File: config.mk
export PLATFORM = sky130hd
export DESIGN_NAME = rf_wb_arbiter_flat
export DESIGN_NICKNAME = d
export VERILOG_FILES = /design/src/rtl/rf_wb_arbiter_pkg.sv /design/src/rtl/rf_wb_arbiter_if.sv /design/src/rtl/rf_wb_arbiter_fifo.sv /design/src/rtl/rf_wb_arbiter.sv /design/src/flat_wrapper.sv
export SDC_FILE = /design/constraint.sdc
export NUM_CORES = 1
export LEC_CHECK = 0
export BUFFER_PORTS_ARGS = -buffer_cell sky130_fd_sc_hd__buf_2
export CORE_AREA = 2 2 107 109
export DETAILED_ROUTE_END_ITERATION = 8
export DIE_AREA = 0 0 109 111
export PLACE_DENSITY = 0.74
export RECOVER_POWER = 25
export REMOVE_ABC_BUFFERS = 1
export SYNTH_ARGS = -nofsm -noshare
export SYNTH_HDL_FRONTEND = slang
export SYNTH_SLANG_ARGS = --single-unit
export TNS_END_PERCENT = 10
File: constraint.sdc
create_clock -name clk_i -period 2.35 [get_ports clk_i]
set_clock_uncertainty 0.05 [all_clocks]
set_input_delay 0.1175 -clock clk_i [delete_from_list [all_inputs] [get_ports clk_i]]
set_output_delay 0.1175 -clock clk_i [all_outputs]
set_load 0.01 [all_outputs]
File: src/rtl/rf_wb_arbiter_pkg.sv
`default_nettype none
// +----------------------------------------------------------------------+
// | rf_pkg : shared types and helpers for the register-file write path   |
// | Rev 1.0                                                              |
// +----------------------------------------------------------------------+
package rf_pkg;

  localparam int RF_ADDR_W   = 4;
  localparam int RF_DATA_W   = 16;
  localparam int RF_NUM_REGS = 16;

  typedef struct packed {
    logic [RF_ADDR_W-1:0] addr;
    logic [RF_DATA_W-1:0] data;
  } rf_wr_req_t;

  function automatic logic [RF_NUM_REGS-1:0] onehot_addr(input logic [RF_ADDR_W-1:0] addr);
    onehot_addr       = '0;
    onehot_addr[addr] = 1'b1;
  endfunction

endpackage
`default_nettype wire

File: src/rtl/rf_wb_arbiter_if.sv
`default_nettype none
// +----------------------------------------------------------------------+
// | rf_wb_arbiter_if : ALU / accelerator / register-file write bundle    |
// | Rev 1.0                                                              |
// +----------------------------------------------------------------------+
interface rf_wb_arbiter_if #(
  parameter int DEPTH  = 4,
  parameter int ADDR_W = 4,
  parameter int DATA_W = 16
);
  logic                   alu_v_i;
  logic [ADDR_W-1:0]      alu_addr_i;
  logic [DATA_W-1:0]      alu_data_i;
  logic                   alu_ready_o;
  logic                   acc_v_i;
  logic [ADDR_W-1:0]      acc_addr_i;
  logic [DATA_W-1:0]      acc_data_i;
  logic                   acc_ready_o;
  logic                   wr_en_o;
  logic [ADDR_W-1:0]      wr_addr_o;
  logic [DATA_W-1:0]      wr_data_o;
  logic [2**ADDR_W-1:0]   pending_o;
  logic [$clog2(DEPTH):0] fifo_count_o;

  modport slave (
    input  alu_v_i, alu_addr_i, alu_data_i, acc_v_i, acc_addr_i, acc_data_i,
    output alu_ready_o, acc_ready_o, wr_en_o, wr_addr_o, wr_data_o, pending_o, fifo_count_o
  );

  modport master (
    output alu_v_i, alu_addr_i, alu_data_i, acc_v_i, acc_addr_i, acc_data_i,
    input  alu_ready_o, acc_ready_o, wr_en_o, wr_addr_o, wr_data_o, pending_o, fifo_count_o
  );
endinterface
`default_nettype wire

File: src/rtl/rf_wb_arbiter_fifo.sv
`default_nettype none
// +----------------------------------------------------------------------+
// | rf_wb_fifo : accelerator write-back FIFO with per-entry address view |
// | Rev 1.0                                                              |
// +----------------------------------------------------------------------+
module rf_wb_fifo
  import rf_pkg::*;
#(
  parameter int DEPTH = 4
) (
  input  wire logic                   clk_i,
  input  wire logic                   reset_n_i,
  input  wire logic                   push_i,
  input  wire rf_wr_req_t             push_req_i,
  input  wire logic                   pop_i,
  output rf_wr_req_t                  head_o,
  output logic [$clog2(DEPTH):0]      count_o,
  output logic [DEPTH-1:0]            entry_valid_o,
  output logic [RF_ADDR_W-1:0]        entry_addr_o [DEPTH]
);
  localparam int c_PTR_W = $clog2(DEPTH);

  rf_wr_req_t         r_mem [DEPTH];
  logic [c_PTR_W-1:0] r_wr_ptr;
  logic [c_PTR_W-1:0] r_rd_ptr;
  logic [c_PTR_W:0]   r_count;
  logic [DEPTH-1:0]   r_valid;

  // Storage needs no reset; r_valid alone decides which entries are live.
  always_ff @(posedge clk_i) begin
    if (push_i) r_mem[r_wr_ptr] <= push_req_i;
  end

  always_ff @(posedge clk_i) begin
    if (!reset_n_i) begin
      r_wr_ptr <= '0;
      r_rd_ptr <= '0;
      r_count  <= '0;
      r_valid  <= '0;
    end else begin
      if (pop_i) begin
        r_rd_ptr          <= r_rd_ptr + 1'b1;
        r_valid[r_rd_ptr] <= 1'b0;
      end
      if (push_i) begin
        r_wr_ptr          <= r_wr_ptr + 1'b1;
        r_valid[r_wr_ptr] <= 1'b1;
      end
      case ({push_i, pop_i})
        2'b10:   r_count <= r_count + 1'b1;
        2'b01:   r_count <= r_count - 1'b1;
        default: r_count <= r_count;
      endcase
    end
  end

  assign head_o        = r_mem[r_rd_ptr];
  assign count_o       = r_count;
  assign entry_valid_o = r_valid;

  for (genvar gi = 0; gi < DEPTH; gi++) begin : g_entry_addr
    assign entry_addr_o[gi] = r_mem[gi].addr;
  end
endmodule
`default_nettype wire

File: src/rtl/rf_wb_arbiter.sv
`default_nettype none
// +----------------------------------------------------------------------+
// | rf_wb_arbiter : merges ALU and accelerator write-backs onto RF port  |
// | Rev 1.0                                                              |
// +----------------------------------------------------------------------+
module rf_wb_arbiter
  import rf_pkg::*;
#(
  parameter int DEPTH      = 4,
  parameter int ADDR_W     = RF_ADDR_W,
  parameter int DATA_W     = RF_DATA_W,
  parameter int STARVE_MAX = 3
) (
  input wire logic       clk_i,
  input wire logic       reset_n_i,
  rf_wb_arbiter_if.slave bus
);
  localparam int c_CNT_W    = $clog2(DEPTH) + 1;
  localparam int c_STARVE_W = $clog2(STARVE_MAX + 1);

  logic [c_STARVE_W-1:0] r_starve;
  logic                  r_wr_en;
  logic [ADDR_W-1:0]     r_wr_addr;
  logic [DATA_W-1:0]     r_wr_data;

  rf_wr_req_t           w_head;
  rf_wr_req_t           w_push_req;
  logic [c_CNT_W-1:0]   w_count;
  logic [DEPTH-1:0]     w_entry_valid;
  logic [ADDR_W-1:0]    w_entry_addr [DEPTH];
  logic                 w_fifo_ne;
  logic                 w_force;
  logic                 w_alu_ready;
  logic                 w_acc_ready;
  logic                 w_alu_grant;
  logic                 w_pop;
  logic                 w_push;
  logic [2**ADDR_W-1:0] w_pending;

  assign w_fifo_ne   = (w_count != '0);
  assign w_force     = w_fifo_ne && (r_starve == c_STARVE_W'(STARVE_MAX));
  assign w_alu_ready = reset_n_i && !w_force;
  assign w_acc_ready = reset_n_i && (w_count < c_CNT_W'(DEPTH));
  assign w_alu_grant = bus.alu_v_i && w_alu_ready;
  // The head drains when the ALU is idle or has starved it long enough.
  assign w_pop       = reset_n_i && w_fifo_ne && (w_force || !bus.alu_v_i);
  assign w_push      = bus.acc_v_i && w_acc_ready;
  assign w_push_req  = '{addr: bus.acc_addr_i, data: bus.acc_data_i};

  rf_wb_fifo #(.DEPTH(DEPTH)) u_fifo (
    .clk_i         (clk_i),
    .reset_n_i     (reset_n_i),
    .push_i        (w_push),
    .push_req_i    (w_push_req),
    .pop_i         (w_pop),
    .head_o        (w_head),
    .count_o       (w_count),
    .entry_valid_o (w_entry_valid),
    .entry_addr_o  (w_entry_addr)
  );

  always_ff @(posedge clk_i) begin
    if (!reset_n_i) begin
      r_starve  <= '0;
      r_wr_en   <= 1'b0;
      r_wr_addr <= '0;
      r_wr_data <= '0;
    end else begin
      if (w_pop || !w_fifo_ne) r_starve <= '0;
      else                     r_starve <= r_starve + 1'b1;
      r_wr_en <= w_alu_grant || w_pop;
      if (w_alu_grant) begin
        r_wr_addr <= bus.alu_addr_i;
        r_wr_data <= bus.alu_data_i;
      end else if (w_pop) begin
        r_wr_addr <= w_head.addr;
        r_wr_data <= w_head.data;
      end
    end
  end

  always_comb begin
    w_pending = '0;
    for (int i = 0; i < DEPTH; i++) begin
      if (w_entry_valid[i]) w_pending = w_pending | onehot_addr(w_entry_addr[i]);
    end
    if (r_wr_en) w_pending = w_pending | onehot_addr(r_wr_addr);
  end

  assign bus.alu_ready_o  = w_alu_ready;
  assign bus.acc_ready_o  = w_acc_ready;
  assign bus.wr_en_o      = r_wr_en;
  assign bus.wr_addr_o    = r_wr_addr;
  assign bus.wr_data_o    = r_wr_data;
  assign bus.pending_o    = w_pending;
  assign bus.fifo_count_o = w_count;
endmodule
`default_nettype wire
File: src/flat_wrapper.sv
// flat-port wrapper written by rule: the top's interface ports become plain ports
module rf_wb_arbiter_flat import rf_pkg::*;
#(
  parameter int DEPTH      = 4,
  parameter int ADDR_W     = RF_ADDR_W,
  parameter int DATA_W     = RF_DATA_W,
  parameter int STARVE_MAX = 3
)
  (clk_i, reset_n_i, bus_alu_v_i, bus_alu_addr_i, bus_alu_data_i, bus_acc_v_i, bus_acc_addr_i, bus_acc_data_i, bus_alu_ready_o, bus_acc_ready_o, bus_wr_en_o, bus_wr_addr_o, bus_wr_data_o, bus_pending_o, bus_fifo_count_o);
  rf_wb_arbiter_if #(.DEPTH(DEPTH), .ADDR_W(ADDR_W), .DATA_W(DATA_W)) bus_i ();
  input wire logic clk_i;
  input wire logic reset_n_i;
  input wire logic [$bits(bus_i.alu_v_i)-1:0] bus_alu_v_i;
  input wire logic [$bits(bus_i.alu_addr_i)-1:0] bus_alu_addr_i;
  input wire logic [$bits(bus_i.alu_data_i)-1:0] bus_alu_data_i;
  input wire logic [$bits(bus_i.acc_v_i)-1:0] bus_acc_v_i;
  input wire logic [$bits(bus_i.acc_addr_i)-1:0] bus_acc_addr_i;
  input wire logic [$bits(bus_i.acc_data_i)-1:0] bus_acc_data_i;
  output wire logic [$bits(bus_i.alu_ready_o)-1:0] bus_alu_ready_o;
  output wire logic [$bits(bus_i.acc_ready_o)-1:0] bus_acc_ready_o;
  output wire logic [$bits(bus_i.wr_en_o)-1:0] bus_wr_en_o;
  output wire logic [$bits(bus_i.wr_addr_o)-1:0] bus_wr_addr_o;
  output wire logic [$bits(bus_i.wr_data_o)-1:0] bus_wr_data_o;
  output wire logic [$bits(bus_i.pending_o)-1:0] bus_pending_o;
  output wire logic [$bits(bus_i.fifo_count_o)-1:0] bus_fifo_count_o;
  assign bus_i.alu_v_i = bus_alu_v_i;
  assign bus_i.alu_addr_i = bus_alu_addr_i;
  assign bus_i.alu_data_i = bus_alu_data_i;
  assign bus_i.acc_v_i = bus_acc_v_i;
  assign bus_i.acc_addr_i = bus_acc_addr_i;
  assign bus_i.acc_data_i = bus_acc_data_i;
  assign bus_alu_ready_o = bus_i.alu_ready_o;
  assign bus_acc_ready_o = bus_i.acc_ready_o;
  assign bus_wr_en_o = bus_i.wr_en_o;
  assign bus_wr_addr_o = bus_i.wr_addr_o;
  assign bus_wr_data_o = bus_i.wr_data_o;
  assign bus_pending_o = bus_i.pending_o;
  assign bus_fifo_count_o = bus_i.fifo_count_o;
  rf_wb_arbiter #(.DEPTH(DEPTH), .ADDR_W(ADDR_W), .DATA_W(DATA_W), .STARVE_MAX(STARVE_MAX)) u_core (.clk_i(clk_i), .reset_n_i(reset_n_i), .bus(bus_i));
endmodule
Yosys cells after proc, flatten, opt, wreduce, memory -nomap -nowiden
Memories as Yosys holds them, arrays and structs flattened. A register that Yosys moved wholly into a read port is not among the register bits.
Cells that the tools add are included.
Word-level totals
  output and inout port bits: 42
  register bits: 34
  memory bits (writable): 80
  memories kept: 1
Memories
  u_core.u_fifo.r_mem: words 4, width 20, rd ports 5, clocked after memory_dff 1, wr ports 1, RTL line rf_wb_arbiter_fifo.sv:23  | rf_wr_req_t r_mem [DEPTH];
Cells by class
  equal/unequal tests: 3
  muxes and demuxes: 31
  bitwise gates (word level): 8
  add/sub/neg operators: 5
  reductions and logical operators: 24
  magnitude comparators: 15
Operators with widths (number)
  two-way mux 16 bit: 7
  OR 16 bit: 4
  less-than comparator 4 x 5 -> 1 bit (second input constant): 5
  demux 1 bit (select 4 bit): 5
  >= comparator 4 x 1 -> 1 bit (second input constant): 5
  two-way mux 4 bit: 5
  logical AND 1 bit: 14
  two-way mux 1 bit: 9
  adder 2 x 1 -> 2 bit (second input constant): 3
  less-than comparator 2 x 3 -> 1 bit (second input constant): 2
  one-hot mux 3 bit (2 select lines): 1
  AND 4 bit: 1
  demux 1 bit (select 2 bit): 2
  equality test 2 bit (second input constant): 2
  >= comparator 2 x 1 -> 1 bit (second input constant): 2
  two-way mux 2 bit: 2
  inverter 4 bit: 1
  OR 4 bit: 1
  nonzero test 2 bit: 2
  adder 3 x 1 -> 3 bit (second input constant): 1
  logical NOT 1 bit: 3
  logical OR 1 bit: 3
  less-than comparator 3 bit (second input constant): 1
  nonzero test 3 bit: 1
  other kinds (4): 4

Longest topological paths before layout
  word-level depth: 13
  depth in mapped cells: 10

Hierarchy
A second synthesis with hierarchy kept.
Unflattened totals
  cells, all modules: 394
  area total of the unflattened synthesis: 5416.4 um^2
By module, submodules not included
  rf_wb_fifo: instances 1, area an instance 3633.5 um^2, cells each 178
  rf_wb_arbiter: instances 1, area an instance 1783.0 um^2, cells each 216

Worst setup path after synthesis
OpenSTA, ideal clock, no wires.
  kind: flip-flop to flip-flop
  from: reg u_core.r_starve[0]
  to: reg u_core.u_fifo.r_count[2] (netlist: u_core.u_fifo.count_o[2])
  library setup time: 71 ps
  stages on the path, launching flop included: 11
  path slack: 40 ps
  data required time: 2229 ps
  arrival time: 2189 ps
  cell sequence: dfxtp_1 ha_1 nand2b_1 clkbuf_1 and3_1 ha_1 inv_1 fa_1 xor2_1 or3_1 a21oi_1
On the way
  longest elaborated chain between the ends: 6
  elaborated cells on any way between the ends: 8
  those cells by class: eq/ne (3); mux (1); reduce/logical (4)
RTL lines
  from (decl): RTL line rf_wb_arbiter.sv:21  | logic [c_STARVE_W-1:0] r_starve;
  from (signal assigned): RTL line rf_wb_arbiter.sv:70  | else r_starve <= r_starve + 1'b1;
  equality test 2 bit (*): RTL line rf_wb_arbiter.sv:41  | assign w_force = w_fifo_ne && (r_starve == c_STARVE_W'(STARVE_MAX));
  logical AND 1 bit (*): RTL line rf_wb_arbiter.sv:41
  logical OR 1 bit (*): RTL line rf_wb_arbiter.sv:46  | assign w_pop = reset_n_i && w_fifo_ne && (w_force || !bus.alu_v_i);
  logical AND 1 bit (*): RTL line rf_wb_arbiter.sv:46
  named net u_core.u_fifo.pop_i: RTL line rf_wb_arbiter_fifo.sv:15  | input wire logic pop_i,
  equality test 2 x 1 -> 1 bit or equality test 2 bit (tied branches): RTL line rf_wb_arbiter_fifo.sv:49  | case ({push_i, pop_i})
  one-hot mux 3 bit (2 select lines) or nonzero test 2 bit (tied branches)
  to (signal assigned): RTL line rf_wb_arbiter_fifo.sv:50  | 2'b10: r_count <= r_count + 1'b1;
  to (signal assigned): RTL line rf_wb_arbiter_fifo.sv:51  | 2'b01: r_count <= r_count - 1'b1;
  to (signal assigned): RTL line rf_wb_arbiter_fifo.sv:52  | default: r_count <= r_count;
  to (decl): RTL line rf_wb_arbiter_fifo.sv:26  | logic [c_PTR_W:0] r_count;
The timed path passes the listed nets; every way through them passes the cells marked *.
A chain may end at the register's enable or synchronous reset.

Final worst setup path
Ends and elaborated chain as after synthesis.

==> results.md <==
* First-pass GRT wire length at 24000 µm
* Slew headroom at 0.538
* Antenna cell count at 0
* Vias at 4339
* Hold slack final at -0.000123 ns
* Worst min path class: in -> reg
* Commonest non-fill, non-tap cell in the layout: edfxtp_1
* CP Cell Sequence: ha_4, nand2b_1, and3_1, ha_2, inv_1, fa_1, xor2_1, or3_1, a21oi_1
* Largest net degree at the start of global routing at 33
* Cell taking the most area after synthesis: edfxtp_1
* Routed wire length at between 15000 and 20000 µm
* Remaining global-route overflow at 0
* Share of the synthesized area in the top cell type at 0.442
* Setup violators final at 0
* ANT nets after route at 0
* Worst Path Buf+Inv at 1
* Post-Place Cells at 658
* Routed vias/inst at 5.99
* CTS buffer count at 17
* Max Cap Viol at 0
* Worst path depth at 9
* CP endpoint kind: flip-flop
* Row cnt at 39
* Failing checks: hold timing
* Sequential share of power at 0.426
* Worst-Skew Late Latency at about 0.41 ns
* FMAX at approximately 0.44 GHz
* Share of cells above drive strength 1 at 0.251
* Synth unique cells at 49
* Top Ports at 86
* Clock share of power at 0.457
* Reg2Reg Setup Slack at 0.08 ns
* Starting density of the core at 0.490
* Clock Pin Slew Worst Setup and Hold Paths at roughly 0.060 ns
* DR WL met2 at between 7000 and 8000 µm
* Minimum clock period at 2.27 ns
* Clk sink count at 116
* Synth Register Bits at 116
* Worst EP required at ~2.6 ns
* H-tree level count at 4
* Transition time of the tightest slew-check pin at 0.692 ns
* Post-Route M1 WL at 5890 µm
* Gate Count Post-Synth at 437
* Hold Crit Depth at 3
* Combinational share of power at 0.116
* Core area at 11100 µm²
* Async SR Flop Fraction at 0
* P_int at 4.25 mW
* Startpoint types: flip-flop
* Number of flops mapped to enable cells by yosys at 80
* Switching share of power at 0.234
* Die X-Extent at around 110 µm
* Top delay family on crit path: adder cells
* CP startpoint: u_core.r_starve[0]
* Clock Tree Buf Depth at 2
* Port Buf Inserts at 85
* First-pass DRT Iterations at 5
* Crit share post-route at 0.967
* Hold Fails Final Rpt at 1
* RSZ-0062 raised after global routing: false
* GP Congestion at 0.952
* Initial antenna violation count at 0
* Area grow syn2layout at 28.7%
* Starting DRC count in detailed routing at 427
* Ys flop type: edfxtp_1
* Root buffer cell: clkbuf_16
* Syn_area_per_cell at approximately 12 µm²
* Number of setup buffers added after CTS at 0
* Power Dens Cells at 794 nW/µm²
* Met3 WL post-DR at 1100 µm
* Top cells by area, synth: edfxtp_1 (44%), dfxtp_1 (13%), mux4_2 (8.3%), o21ai_0 (3.0%), ha_1 (2.3%)
* Post-Layout Cell Count at 724
* Reg2reg start: u_core.r_starve[0]
* Arrival time at the worst endpoint at around 2.6 ns
* Max-slew violation count at 0
* Post-synthesis sequential area ratio at 0.575
* Peak supply drop at 702 µV
* Highest routed layer: met4
* Synth Cell Area at 5430 µm²
* WS Path Type: reg -> reg
* Number of global-route vias before repair at between 4000 and 5000
* Sw power at 1.30 mW
* NumNets Final at about 620
* Fill cell count at 812
* Die area at 12100 µm²
* R2r worst-path depth at 9
* DRC viols at 0
* Most frequent cells in the layout: edfxtp_1 (80), buf_2 (69), dfxtp_1 (36)
* Wire length per cell at about 21 µm
* CP Max Fanout at 3
* Die H at 111 µm
* CTS tree: built
* Status: finished with violations
* Largest stage delay, worst path at approximately 0.38 ns
* Dpl hpwl at 9640 µm
* GR Util All Layers at 0.264
* Min-delay src: bus_alu_data_i[11]
* Static Leak at around 2.6 nW
* Max stage delay cell, worst path: dfxtp_1
* Syn. warnings at 0
[layout make-up]
cell class	count	area (µm²)	share of cell area
multi-input cells	279	2140	0.306
repair buffers	139	908	0.130
inverters	15	56.3	0.00805
clock buffers	21	450	0.0644
flip-flops and latches	116	3120	0.447
clock inverters	11	134	0.0191
well taps	143	179	0.0256
[synth_stat cells (2+ instances only)]
library cell / n
or4_1: 2
edfxtp_1: 80
clkbuf_1: 19
or4b_2: 2
xor2_1: 2
o22ai_1: 10
mux4_2: 20
nand2_1: 24
a41oi_1: 4
o21ai_0: 33
and3b_1: 7
nor3b_1: 9
nand3_1: 11
nand4_1: 5
a31oi_1: 17
a21oi_1: 17
nor2b_1: 7
and3_1: 6
nor2_1: 16
nand3b_1: 9
buf_6: 2
nand2b_1: 12
inv_1: 14
dfxtp_1: 36
o21a_1: 6
o32ai_1: 2
or3_1: 7
a22oi_1: 8
a311oi_1: 3
buf_2: 5
and2_1: 6
o2111ai_1: 2
o31ai_1: 2
nor3_1: 8
ha_1: 10
[cells by family (layout without fill, tap and decap cells)]
family | Yosys count | count (layout) | share of synthesized area
xor+xnor | 3 | 3 | 0.00484
buf+inv | 42 | 186 | 0.0336
mux | 20 | 20 | 0.0829
fa+ha+maj | 11 | 11 | 0.0267
compound gates | 112 | 112 | 0.137
simple gates | 133 | 133 | 0.140
flops | 116 | 116 | 0.575
[worst reg2reg max path, delay by kind of cell (launching register included)]
family                   cells  cell delay [ns]
AO/OA/AOI/OAI                1             0.15
AND/OR/NAND/NOR              3             0.63
XOR/XNOR                     1             0.16
adder cells (fa/ha/maj)      3             0.75
flip-flops                   1             0.38
buffers and inverters        1             0.06
[stage by stage]
step                total power [mW]  setup slack (ns)  cell area [µm²]   util  setup TNS, ns
floorplan                       2.72          -0.00817             5310      -       -0.00817
global placement                2.97             0.204             6070  0.548              0
detailed placement              2.99             0.104             6070  0.548              0
CTS                             5.56            0.0744             7000  0.632              0
global route                    5.73            0.0134             6990  0.631              0
finish                          5.55            0.0786             6990  0.631              0
[state kept, by name, summed over array words and instances, names as in the netlist, named ones only]
signal                       cells
u_core.u_fifo.r_mem             80
u_core.bus.wr_data_o            16
u_core.bus.wr_addr_o             4
u_core.u_fifo.entry_valid_o      4
u_core.u_fifo.count_o            3
u_core.r_starve                  2
u_core.u_fifo.r_rd_ptr           2
u_core.u_fifo.r_wr_ptr           2
u_core.bus.wr_en_o               1
[path summary, 6_finish.rpt]
| path | end |
|---|---|
| max reg2reg | u_core.u_fifo.count_o[2] |
| max | u_core.u_fifo.count_o[2] |
| min | u_core.bus.wr_data_o[11] |
| min reg2reg | u_core.bus.wr_data_o[0] |
[power by group through the flow]
| stage | Clock [mW] | Combinational [mW] | Sequential, mW |
|---|---|---|---|
| floorplan | 0 | 0.289 | 2.43 |
| global placement | 0 | 0.575 | 2.40 |
| detailed placement | 0 | 0.590 | 2.40 |
| CTS | 2.55 | 0.646 | 2.36 |
| global route | 2.65 | 0.704 | 2.38 |
| finish | 2.54 | 0.646 | 2.37 |
[metal layers]
layer | global-route usage | vias to the layer above
met5 | 0 | -
met4 | 0.111 | 0
met3 | 0.0576 | 42
met2 | 0.449 | 240
met1 | 0.322 | 2095
li1 | - | 1962
[timing repair]
item	in CTS	in global routing
hold buffers	34	0
setup endpoints to repair	0	1
gates resized for setup	0	3
hold endpoints to repair	94	0
Note: power is estimated with default switching activity, not from simulation.
